==> src/rtl/bcd_scan_display.sv <==
// Three-digit multiplexed seven-segment driver for a packed BCD result.
// A load strobe fills a pending buffer that is copied to the display only at frame boundaries.
module bcd_scan_display #(
  parameter int DIV   = 27000,
  parameter int BLANK = 16,
  parameter bit LZB   = 1'b1
) (
  input  logic        clk,
  input  logic        rst,
  input  logic [11:0] bcd,
  input  logic        neg,
  input  logic        ovf,
  input  logic        load,
  output logic [6:0]  seg,
  output logic        dp,
  output logic [2:0]  dig,
  output logic        upd
);

  localparam int CW = (DIV > 1) ? $clog2(DIV) : 1;
  localparam logic [CW-1:0] CNT_LAST  = CW'(DIV - 1);
  localparam logic [CW-1:0] CNT_BLANK = CW'(BLANK);

  localparam logic [6:0] SEG_OFF  = 7'h7F;
  localparam logic [6:0] SEG_DASH = 7'b0111111;

  typedef enum logic [1:0] {S_ONES, S_TENS, S_HUND} state_t;

  // Word layout in pending/display registers: {ovf, neg, bcd[11:0]}
  logic [CW-1:0] cnt_q, cnt_d;
  state_t        state_q, state_d;
  logic [13:0]   pend_q, pend_d;
  logic          pend_flag_q, pend_flag_d;
  logic [13:0]   disp_q, disp_d;
  logic [6:0]    seg_q, seg_d;
  logic          dp_q, dp_d;
  logic [2:0]    dig_q, dig_d;
  logic          upd_q, upd_d;

  logic          tick;
  logic          boundary;
  logic [3:0]    nib;
  logic [3:0]    hund;
  logic [3:0]    tens;
  logic          blank_digit;

  function automatic logic [6:0] seg7(input logic [3:0] n);
    logic [6:0] s;
    case (n)
      4'd0:    s = 7'b1000000;
      4'd1:    s = 7'b1111001;
      4'd2:    s = 7'b0100100;
      4'd3:    s = 7'b0110000;
      4'd4:    s = 7'b0011001;
      4'd5:    s = 7'b0010010;
      4'd6:    s = 7'b0000010;
      4'd7:    s = 7'b1111000;
      4'd8:    s = 7'b0000000;
      4'd9:    s = 7'b0010000;
      default: s = 7'b0000110;
    endcase
    return s;
  endfunction

  always_ff @(posedge clk or posedge rst) begin
    if (rst) begin
      cnt_q       <= '0;
      state_q     <= S_ONES;
      pend_q      <= '0;
      pend_flag_q <= 1'b0;
      disp_q      <= '0;
      seg_q       <= SEG_OFF;
      dp_q        <= 1'b1;
      dig_q       <= 3'b111;
      upd_q       <= 1'b0;
    end else begin
      cnt_q       <= cnt_d;
      state_q     <= state_d;
      pend_q      <= pend_d;
      pend_flag_q <= pend_flag_d;
      disp_q      <= disp_d;
      seg_q       <= seg_d;
      dp_q        <= dp_d;
      dig_q       <= dig_d;
      upd_q       <= upd_d;
    end
  end

  always_comb begin
    tick        = (cnt_q == CNT_LAST);
    cnt_d       = tick ? '0 : cnt_q + CW'(1);
    state_d     = state_q;
    pend_d      = pend_q;
    pend_flag_d = pend_flag_q;
    disp_d      = disp_q;
    upd_d       = 1'b0;
    seg_d       = SEG_OFF;
    dp_d        = 1'b1;
    dig_d       = 3'b111;
    nib         = 4'h0;
    hund        = disp_q[11:8];
    tens        = disp_q[7:4];
    blank_digit = 1'b0;
    boundary    = tick && (state_q == S_HUND);

    if (tick) begin
      case (state_q)
        S_ONES:  state_d = S_TENS;
        S_TENS:  state_d = S_HUND;
        default: state_d = S_ONES;
      endcase
    end

    // A load on the boundary edge lands in pending after the old value moves out
    if (boundary && pend_flag_q) begin
      disp_d      = pend_q;
      pend_flag_d = 1'b0;
      upd_d       = 1'b1;
    end
    if (load) begin
      pend_d      = {ovf, neg, bcd};
      pend_flag_d = 1'b1;
    end

    case (state_q)
      S_ONES: begin
        nib   = disp_q[3:0];
        dig_d = 3'b110;
      end
      S_TENS: begin
        nib         = tens;
        dig_d       = 3'b101;
        blank_digit = LZB && (hund == 4'h0) && (tens == 4'h0);
      end
      S_HUND: begin
        nib         = hund;
        dig_d       = 3'b011;
        blank_digit = LZB && (hund == 4'h0);
      end
      default: begin
        nib   = 4'h0;
        dig_d = 3'b111;
      end
    endcase

    if (disp_q[13])
      seg_d = SEG_DASH;
    else if (blank_digit)
      seg_d = SEG_OFF;
    else
      seg_d = seg7(nib);

    // Sign shows on the hundreds point even when that digit itself is blanked
    dp_d = !((state_q == S_HUND) && disp_q[12] && !disp_q[13]);

    if (cnt_q < CNT_BLANK) begin
      dig_d = 3'b111;
      seg_d = SEG_OFF;
      dp_d  = 1'b1;
    end
  end

  assign seg = seg_q;
  assign dp  = dp_q;
  assign dig = dig_q;
  assign upd = upd_q;

endmodule

==> config.mk <==
export PLATFORM = sky130hd
export DESIGN_NAME = bcd_scan_display
export DESIGN_NICKNAME = d
export VERILOG_FILES = /design/src/rtl/bcd_scan_display.sv
export SDC_FILE = /design/constraint.sdc
export NUM_CORES = 1
export LEC_CHECK = 0
export BUFFER_PORTS_ARGS = -buffer_cell sky130_fd_sc_hd__buf_4
export CORE_ASPECT_RATIO = 1.75
export CORE_UTILIZATION = 50
export CTS_CLUSTER_DIAMETER = 100
export DETAILED_ROUTE_END_ITERATION = 8
export PLACE_DENSITY = 0.82
export SETUP_SLACK_MARGIN = 0.02
export SLEW_MARGIN = 20
export SYNTH_ARGS = -nofsm -noshare
export SYNTH_HDL_FRONTEND = slang
export SYNTH_SLANG_ARGS = --single-unit
==> constraint.sdc <==
create_clock -name clk -period 4.1 [get_ports clk]
set_input_delay 0 -clock clk [delete_from_list [all_inputs] [get_ports clk]]
set_output_delay 0 -clock clk [all_outputs]
set_load 0.1 [all_outputs]
==> run metrics, run 1 <==
Rel. slew slack 0.398; Final TNS setup 0 ns; critical-path cell list or4_4, nor4_4, buf_4, and3_1, mux2_2; chip height a little under 100 um; placed cells roughly 300; Hold Crit Class in -> async; Starting Density 0.515; DR pass1 iterations 6; port bufs 28; Worst-path clk slew 0.06 ns; CTS tree done; failing checks DRC; slowest cell delay on critical path approximately 0.69 ns; R2R setup slack around 1.4 ns; DRT antenna net count 0; most common library cells after synthesis dfrtp_1, mux2_2, nor2_1; Post-layout nets a little under 300; vias in the first global route between 1500 and 2000; largest net degree at the start of global routing 59; RSZ-0062 raised after global routing no; WS Path Type reg -> reg; power per cell area between 300 and 400 nW/um^2; Max-Cap Viols 0; syn_area_per_cell 12.3 um^2; Net Count, Synth 249; Final Hold Viols 0; die area approximately 5700 um^2; CP Data Required Time 4.32 ns; post-cts resize count 0; drt total wl 5.15 mm; worst-skew pair later-pin latency approximately 0.34 ns; Clock Tree Root clkbuf_8; gr usage total 0.207; worst r2r path cells 5; RePlAce Congestion approximately 0.9; Synth Cell Area approximately 2700 um^2; fmax approximately 0.37 GHz; post-layout minimum cycle time ~2.7 ns; Setup violations, final 0; clk sinks 58; Die W between 50 and 60 um; CTS buffer count 9; mean routed wirelength per cell approximately 16 um; drt drc 1; FILL cells just under 400; Slowest-stage cell, CP and3_1; fin cells approximately 330; io pins 29; maximum vdd drop around 280 uV; largest area contributor in the netlist dfrtp_1; ant diodes 0; register area roughly 1500 um^2; dpl hpwl about 3.4 mm; Yosys reg bits 58; Slew @ Worst Pin ~0.9 ns; area of the core about 5300 um^2; Synth Flop Type dfrtp_1; Area contributors post-synth dfrtp_1, dfstp_2, mux2_2; Worst setup SP type register; first-pass GRT wire length about 8.9 mm; EDFF count, synth 0; DR iter-0 viols 62; skew final 0.00744 ns; number of buffers on the longest clock path 2; CP Max Fanout 16; top-count cell post-synth dfrtp_1; synth unique cells ~40; Leakage 1.54 nW; H-tree depth 3; Layout area overhead 23.1%; share of post-route cells with drive strength above 1 0.337; initial antenna violation count 0; Tcrit/Tclk final 0.663; Slew Viols, Final 0; total gr overflow 0; Avg Vias per Cell around 5.7; Critical Path End Type register; Synth async-reset ratio 1.00; Row Count 35; worst path arrival time 2.94 ns; Tot Pwr 0.00124 W; Multi-input gate area between 1000 and 1500 um^2; status finished with violations; via count around 1900; postcts setup bufs 0; synth warn 0; cells after synthesis 220; register area share after synthesis 0.541; top-area cell type share of the netlist area 0.434
==> cells by family after synthesis <==
| kind of cell | Yosys count | share of synthesized area |
|---|---|---|
| muxes | 30 | 0.138 |
| adders and majority gates | 12 | 0.0554 |
| buffers and inverters | 19 | 0.0337 |
| AOI/OAI and AO/OA | 25 | 0.0633 |
| xor gates and xnor gates | 12 | 0.0388 |
| DFF | 58 | 0.541 |
| and+or+nand+nor | 64 | 0.130 |
==> flip-flops by register name (all words and copies together), names as in the netlist <==
signal	flops
seg	7
upd	1
pend_flag_q	1
disp_q	14
dig	3
cnt_q	15
state_q	2
dp	1
pend_q	14
==> layout make-up <==
class                      count  share of cell area
clock buffer                  10              0.0413
clock inverter                 6              0.0266
inverter                      10              0.0113
multi-input combinational    143               0.345
sequential                    58               0.439
tap                           55              0.0206
timing repair buffer          46               0.116
==> routing by layer <==
metal / share of wire / global-route usage / routed length, um
met5: 0 / 0 / 0
met4: 0.025 / 0.113 / 130
met3: 0.049 / 0.0520 / 254
met2: 0.55 / 0.353 / 2830
met1: 0.38 / 0.232 / 1930
==> what timing repair did <==
| action | in CTS | in global routing |
|---|---|---|
| hold buffers | 16 | 0 |
| endpoints found under the setup margin | 0 | 0 |
| endpoints found under the hold margin | 62 | 0 |
==> cells in the final DEF, fill, tap and decap left out, types with 2 or more instances in the layout <==
cell / netlist / layout
a21o_1: 2 / 2
bufinv_16: 0 / 2
a31oi_1: 3 / 3
clkbuf_8: 0 / 10
o21ai_0: 9 / 9
nor2_1: 14 / 14
nand4b_1: 2 / 2
inv_1: 10 / 9
nor4_1: 7 / 7
a222oi_1: 4 / 4
nor3_1: 4 / 4
or2_2: 3 / 3
dfrtp_1: 47 / 47
clkinvlp_4: 0 / 2
buf_4: 1 / 30
nand4_1: 7 / 7
nand3_1: 5 / 5
dlygate4sd3_1: 0 / 16
mux2_4: 10 / 10
xnor2_1: 6 / 6
mux2_2: 19 / 19
dfstp_2: 11 / 11
xor2_1: 6 / 6
nand2_1: 13 / 13
ha_1: 12 / 12
==> worst max-delay path, delay by kind of cell (launching register included) <==
kind	cells	cell delay, ns
buffers and inverters	1	0.24
DFF	1	0.44
muxes	1	0.41
and+or+nand+nor	3	1.51
==> power breakdown <==
part           switching, W  total (W)  leakage (nW)  internal, W
combinational     0.0000208  0.0000535         0.707    0.0000327
sequential       0.00000773   0.000594         0.719     0.000587
clock              0.000231   0.000590         0.109     0.000359
total              0.000259    0.00124          1.54     0.000979
==> stage by stage <==
stage	area [um^2]	util	hold slack [ns]	setup slack [ns]
after floorplan	2710	-	0.152	1.90
after global placement	2950	0.561	0.232	1.45
after detailed placement	2950	0.561	0.236	1.37
after CTS	3340	0.635	0.421	1.37
after global routing	3340	0.635	0.438	1.25
final	3340	0.635	0.418	1.38
==> worst paths after layout <==
path	startpoint	endpoint
min reg2reg	disp_q[12]	dp
min	rst	cnt_q[9]
min in group clk	bcd[2]	pend_q[2]
max in group asynchronous	rst	pend_q[11]
max	cnt_q[10]	disp_q[13]
max reg2reg	cnt_q[10]	disp_q[13]
Power figures use the tool's default switching activity.
==> run 2, diff against run 1 <==
- ABC_AREA: default -> 1
- PLACE_DENSITY: 0.82 -> 0.84
- clock period: 4.1 -> 2.4 ns (I/O delays scaled with it)
==> run 2 against run 1 <==
Compared with the run above:
- the flow now finishes without violations
- combinational power increased by 100%
- first-iteration DRC count down 8.1%
- die area rose by 5.7%
- routed wire length increased by 21%
- sequential power is 70% higher
- design area rose by 10%
- utilization grew 3.0 points
- synthesized cell count grew 58%
- worst setup slack got worse by 0.93 ns
- flip-flop and latch count stayed put
- via count rose by 30%
- critical path type unchanged
- critical endpoint is now seg[3]
==> run metrics, run 2 <==
status finished, final reports clean; CP Data Required Time 2.65 ns; most common cell after layout, fill and taps aside nand2_1; RePlAce Congestion just over 0.9; postcts setup bufs 0; Worst setup SP type register; register area share after synthesis 0.511; dpl hpwl between 4 and 5 mm; syn_area_per_cell between 8 and 9 um^2; most common library cells after synthesis nand2_1, dfrtp_1, inv_1, nor2_1, nand3_1; cells after synthesis about 350; WS Path Type reg -> reg; DR pass1 iterations 4; H-tree depth 3; EDFF count, synth 0; vias in the first global route 2363; Most flops, register cnt_q; Slew Viols, Final 0; CP Max Fanout 6; number of buffers on the longest clock path 2; DRT antenna net count 0; Critical Path End Type register; chip height 102 um; Clock Tree Root clkbuf_8; pre-CTS setup slack between 0.4 and 0.5 ns; Row Count 36; Leakage 1.88 nW; synth warn 0; largest area contributor in the netlist dfrtp_1; mean routed wirelength per cell ~13 um; total gr overflow 0; post-layout instance area between 3000 and 4000 um^2; Max-Cap Viols 0; clock network fraction of total power 0.495; top-count cell post-synth nand2_1; Avg Vias per Cell about 5; Post-layout nets ~440; area of the core between 5000 and 6000 um^2; Switching Share 0.200; Worst-path clk slew approximately 0.070 ns; Final TNS setup 0 ns; gr usage total 0.233; min setup slack post-route between 0.4 and 0.5 ns; CTS buffer count 9; switching pwr about 0.00044 W; Comb pwr share 0.049; Rel. slew slack 0.357; R2R setup slack between 0.4 and 0.5 ns; Core Util, Final 0.664; Hold Crit Class in -> reg; clk sinks 58; Synth Flop Type dfrtp_1; Layout area overhead 28.3%; Net Count, Synth 376; Synth async-reset ratio 1.00; Area contributors post-synth dfrtp_1, nand2_1, dfstp_2; skew final around 0.0095 ns; worst path arrival time around 2.2 ns; Seq pwr share 0.456; top-area cell type share of the netlist area 0.410; CTS tree done; post-layout minimum cycle time 1.95 ns; fmax a little over 0.5 GHz; via count around 2500; maximum vdd drop between 400 and 500 uV; drt total wl slightly above 6 mm; port bufs 28; max reg flops 15; io pins 29; Yosys reg bits 58; synth unique cells 27; share of post-route cells with drive strength above 1 0.164; largest net degree at the start of global routing 50; die area 6060 um^2; Top Registers cnt_q x15, disp_q x14, pend_q x14; Synth Cell Area between 2000 and 3000 um^2; initial antenna violation count 0; Setup violations, final 0; Placement Cell Area roughly 3100 um^2; Die W 59.3 um; DR iter-0 viols 57; first-pass GRT wire length 10.3 mm; Tcrit/Tclk final 0.814; Final Hold Viols 0; post-cts resize count 0; ant diodes 0; Starting Density 0.518; power per cell area between 600 and 700 nW/um^2; Tot Pwr between 0.002 and 0.0025 W; Post-CTS Hold Fix Bufs 29; worst-skew pair later-pin latency between 0.3 and 0.4 ns; drt drc 0; RSZ-0062 raised after global routing no; P_int 0.00177 W; Slew @ Worst Pin ~0.96 ns; most frequent cells in the layout nand2_1, dfrtp_1, nor2_1
-- run 2: cell count changes in the layout (fill, tap and decap cells not counted), moves of 10 or more --
cell	previous run	this run
mux2_2	19	0
mux2_4	10	0
nand4_1	7	19
nand2_1	13	122
nand3_1	5	25
dlygate4sd3_1	16	29
inv_1	9	31
nor2_1	14	32
-- run 2: worst max-delay path, stage by stage, from the launching register on --
cell     delay, ns
dfrtp_1       0.41
inv_1         0.15
ha_1          0.30
nand2_1       0.10
nand3_1       0.13
nand2_1       0.13
ha_1          0.34
nand2_1       0.09
inv_1         0.04
o21ai_0       0.18
-- run 2: kinds of logic after synthesis --
group                    share of synthesized area
flip-flops                                   0.511
buffers and inverters                       0.0619
AO/OA/AOI/OAI                               0.0201
AND/OR/NAND/NOR                              0.337
adder cells (fa/ha/maj)                     0.0523
XOR/XNOR                                    0.0183
-- run 2: metal layers --
layer / vias to the layer above / routed length, um / GRT usage
met5: - / 0 / 0
met4: 0 / 248 / 0.134
met3: 26 / 196 / 0.0557
met2: 66 / 3440 / 0.422
met1: 1134 / 2340 / 0.235
li1: 1228 / - / -
-- run 2: layout make-up --
class	count	area (um^2)
Clock inverter	5	103
Tap cell	76	95.1
Inverter	34	128
Fill cell	454	1860
Multi-Input combinational cell	246	1230
Timing Repair Buffer	60	523
Sequential cell	58	1470
Clock buffer	11	141
-- run 2: power by group through the flow --
stage	Sequential [W]	Combinational, W	Clock [W]
floorplan	0.00102	0.0000371	0
global placement	0.00103	0.0000661	0
detailed placement	0.00103	0.0000680	0
CTS	0.00101	0.000104	0.00111
global route	0.00101	0.000121	0.00116
finish	0.00101	0.000109	0.00110
-- run 2: final timing paths --
check                           startpoint           to  cells past startpoint
max in group asynchronous              rst       seg[0]                      4
worst max register to register  state_q[1]       seg[3]                      9
worst max-delay path            state_q[1]       seg[3]                      9
min in group asynchronous              rst  pend_flag_q                      3
worst min register to register   pend_q[3]    pend_q[3]                      2
worst min-delay path                  load  pend_flag_q                      3
-- run 2: through the flow --
stage	hold WS, ns	instances
2_1_floorplan	0.112	347
3_3_place_gp	0.200	445
3_5_place_dp	0.203	445
4_1_cts	0.210	490
5_1_grt	0.294	490
6_report	0.227	490
==> run 3, diff against run 2 <==
- PLACE_DENSITY: 0.84 -> 0.81
- clock period: 2.4 -> 2.03 ns (I/O delays scaled with it)
==> run 3 against run 2 <==
Compared with the run above:
- via count rose by 2.2%
- critical path depth increased by 4
- non-clock buffer count up 1
- worst hold slack gained 0.0080 ns
- design area shrank 0.10%
- critical path type unchanged
==> run metrics, run 3 (same netlist as run 2, synthesis figures left out) <==
status finished, final reports clean; Critical Path End Type register; post-layout instance area 3680 um^2; CTS tree done; Tcrit/Tclk final 0.895; share of post-route cells with drive strength above 1 0.176; Slew Viols, Final 0; drt drc 0; skew final around 0.0097 ns; DRT antenna net count 0; total gr overflow 0; WS Path Type reg -> reg; Layout area overhead 28.2%; register area between 1000 and 1500 um^2; Final TNS setup 0 ns; FILL cells around 430; max reg flops 15; Tot Pwr 0.00252 W; dpl hpwl roughly 4.2 mm; Max-Cap Viols 0; first-pass GRT wire length 11.1 mm; worst-skew pair later-pin latency 0.35 ns; Slew @ Worst Pin around 0.58 ns; power per cell area approximately 700 nW/um^2; worst path arrival time ~2.1 ns; RePlAce Congestion roughly 0.91; Hold Crit Class in -> reg; Row Count 36; Worst setup SP type register; number of buffers on the longest clock path 2; Multi-input gate area 1230 um^2; DR pass1 iterations 5; port bufs 28; io pins 29; Worst-path clk slew around 0.070 ns; most common cell after layout, fill and taps aside nand2_1; Top Registers cnt_q x15, disp_q x14, pend_q x14; initial antenna violation count 0; maximum vdd drop slightly above 500 uV; CP Data Required Time around 2.3 ns; largest net degree at the start of global routing 30; die area a little over 6000 um^2; gr usage total 0.253; Clock Tree Root clkbuf_8; CTS buffer count 9; Die W about 59 um; RSZ-0062 raised after global routing no; via count 2507; fmax 0.550 GHz; Setup violations, final 0; Leakage 1.87 nW; Post-layout nets about 440; clk sinks slightly below 60; DR iter-0 viols 130; CP Max Fanout 5; Rel. slew slack 0.612; chip height slightly above 100 um; mean routed wirelength per cell 13.2 um; drt total wl roughly 6.5 mm; Starting Density 0.518; Most flops, register cnt_q; vias in the first global route approximately 2600; H-tree depth 3; area of the core 5540 um^2; Final Hold Viols 0; most frequent cells in the layout nand2_1, dfrtp_1, nor2_1, buf_4, inv_1; Avg Vias per Cell 5.11; ant diodes 0; post-layout minimum cycle time approximately 1.8 ns; Placement Cell Area 3150 um^2
## run 3: cell types whose count changed in the layout (fill, tap and decap cells not counted), sizes merged
cell | previous run | this run
clkinvlp | 1 | 2
buf | 31 | 32
inv | 33 | 35
bufinv | 3 | 2
clkbuf | 11 | 9
## run 3: worst max-delay path: stages, from the launching register on
cell	delay (ns)
dfrtp_1	0.40
inv_1	0.11
ha_1	0.26
nand2_1	0.10
nand3_1	0.14
nand2_2	0.13
inv_1	0.07
ha_1	0.19
inv_1	0.05
nand3_1	0.08
nand3_1	0.09
nand2_1	0.05
nand2_1	0.05
nand2_1	0.05
## run 3: repair_timing
action                                  CTS  global route
hold buffers                             29             0
endpoints found under the setup margin    0             3
hold endpoints to repair                 36             0
buffers inserted                          0             0
gates resized for setup                   0             3
## run 3: stage by stage
stage	setup slack (ns)	util	cells	hold WS [ns]
CTS	0.109	0.662	491	0.191
detailed placement	0.139	0.569	446	0.114
floorplan	0.384	-	347	0.112
global route	0.0284	0.664	491	0.268
global placement	0.229	0.569	446	0.106
finish	0.213	0.664	491	0.235
## run 3: layer usage
metal  share of wire  global-route usage  up-vias
met3           0.035              0.0684       16
li1                -                   -     1227
met1            0.36               0.241     1184
met4           0.030               0.159        0
met2            0.58               0.462       80
met5               0                   0        -
## run 3: final timing paths
check                      slack [ns]        from     endpoint  cells past startpoint
max                              0.21  state_q[0]       seg[6]                     13
min                              0.23        load  pend_flag_q                      3
max reg2reg                      0.21  state_q[0]       seg[6]                     13
min reg2reg                      0.48  pend_q[13]   pend_q[13]                      2
max in group asynchronous        1.06         rst       seg[1]                      4
min in group asynchronous        0.28         rst    disp_q[1]                      3
## run 3: cell type report
cell class | count | area share
well taps | 76 | 0.0259
repair buffers | 61 | 0.144
clock buffers | 9 | 0.0337
clock inverters | 7 | 0.0276
multi-input cells | 246 | 0.335
flip-flops and latches | 58 | 0.398
inverters | 34 | 0.0347
## run 3: report_power, final
part	switching, W	total [W]	internal, W	leakage (nW)
combinational	0.0000622	0.000132	0.0000697	1.04
sequential	0.0000150	0.00120	0.00118	0.726
clock	0.000489	0.00119	0.000700	0.106
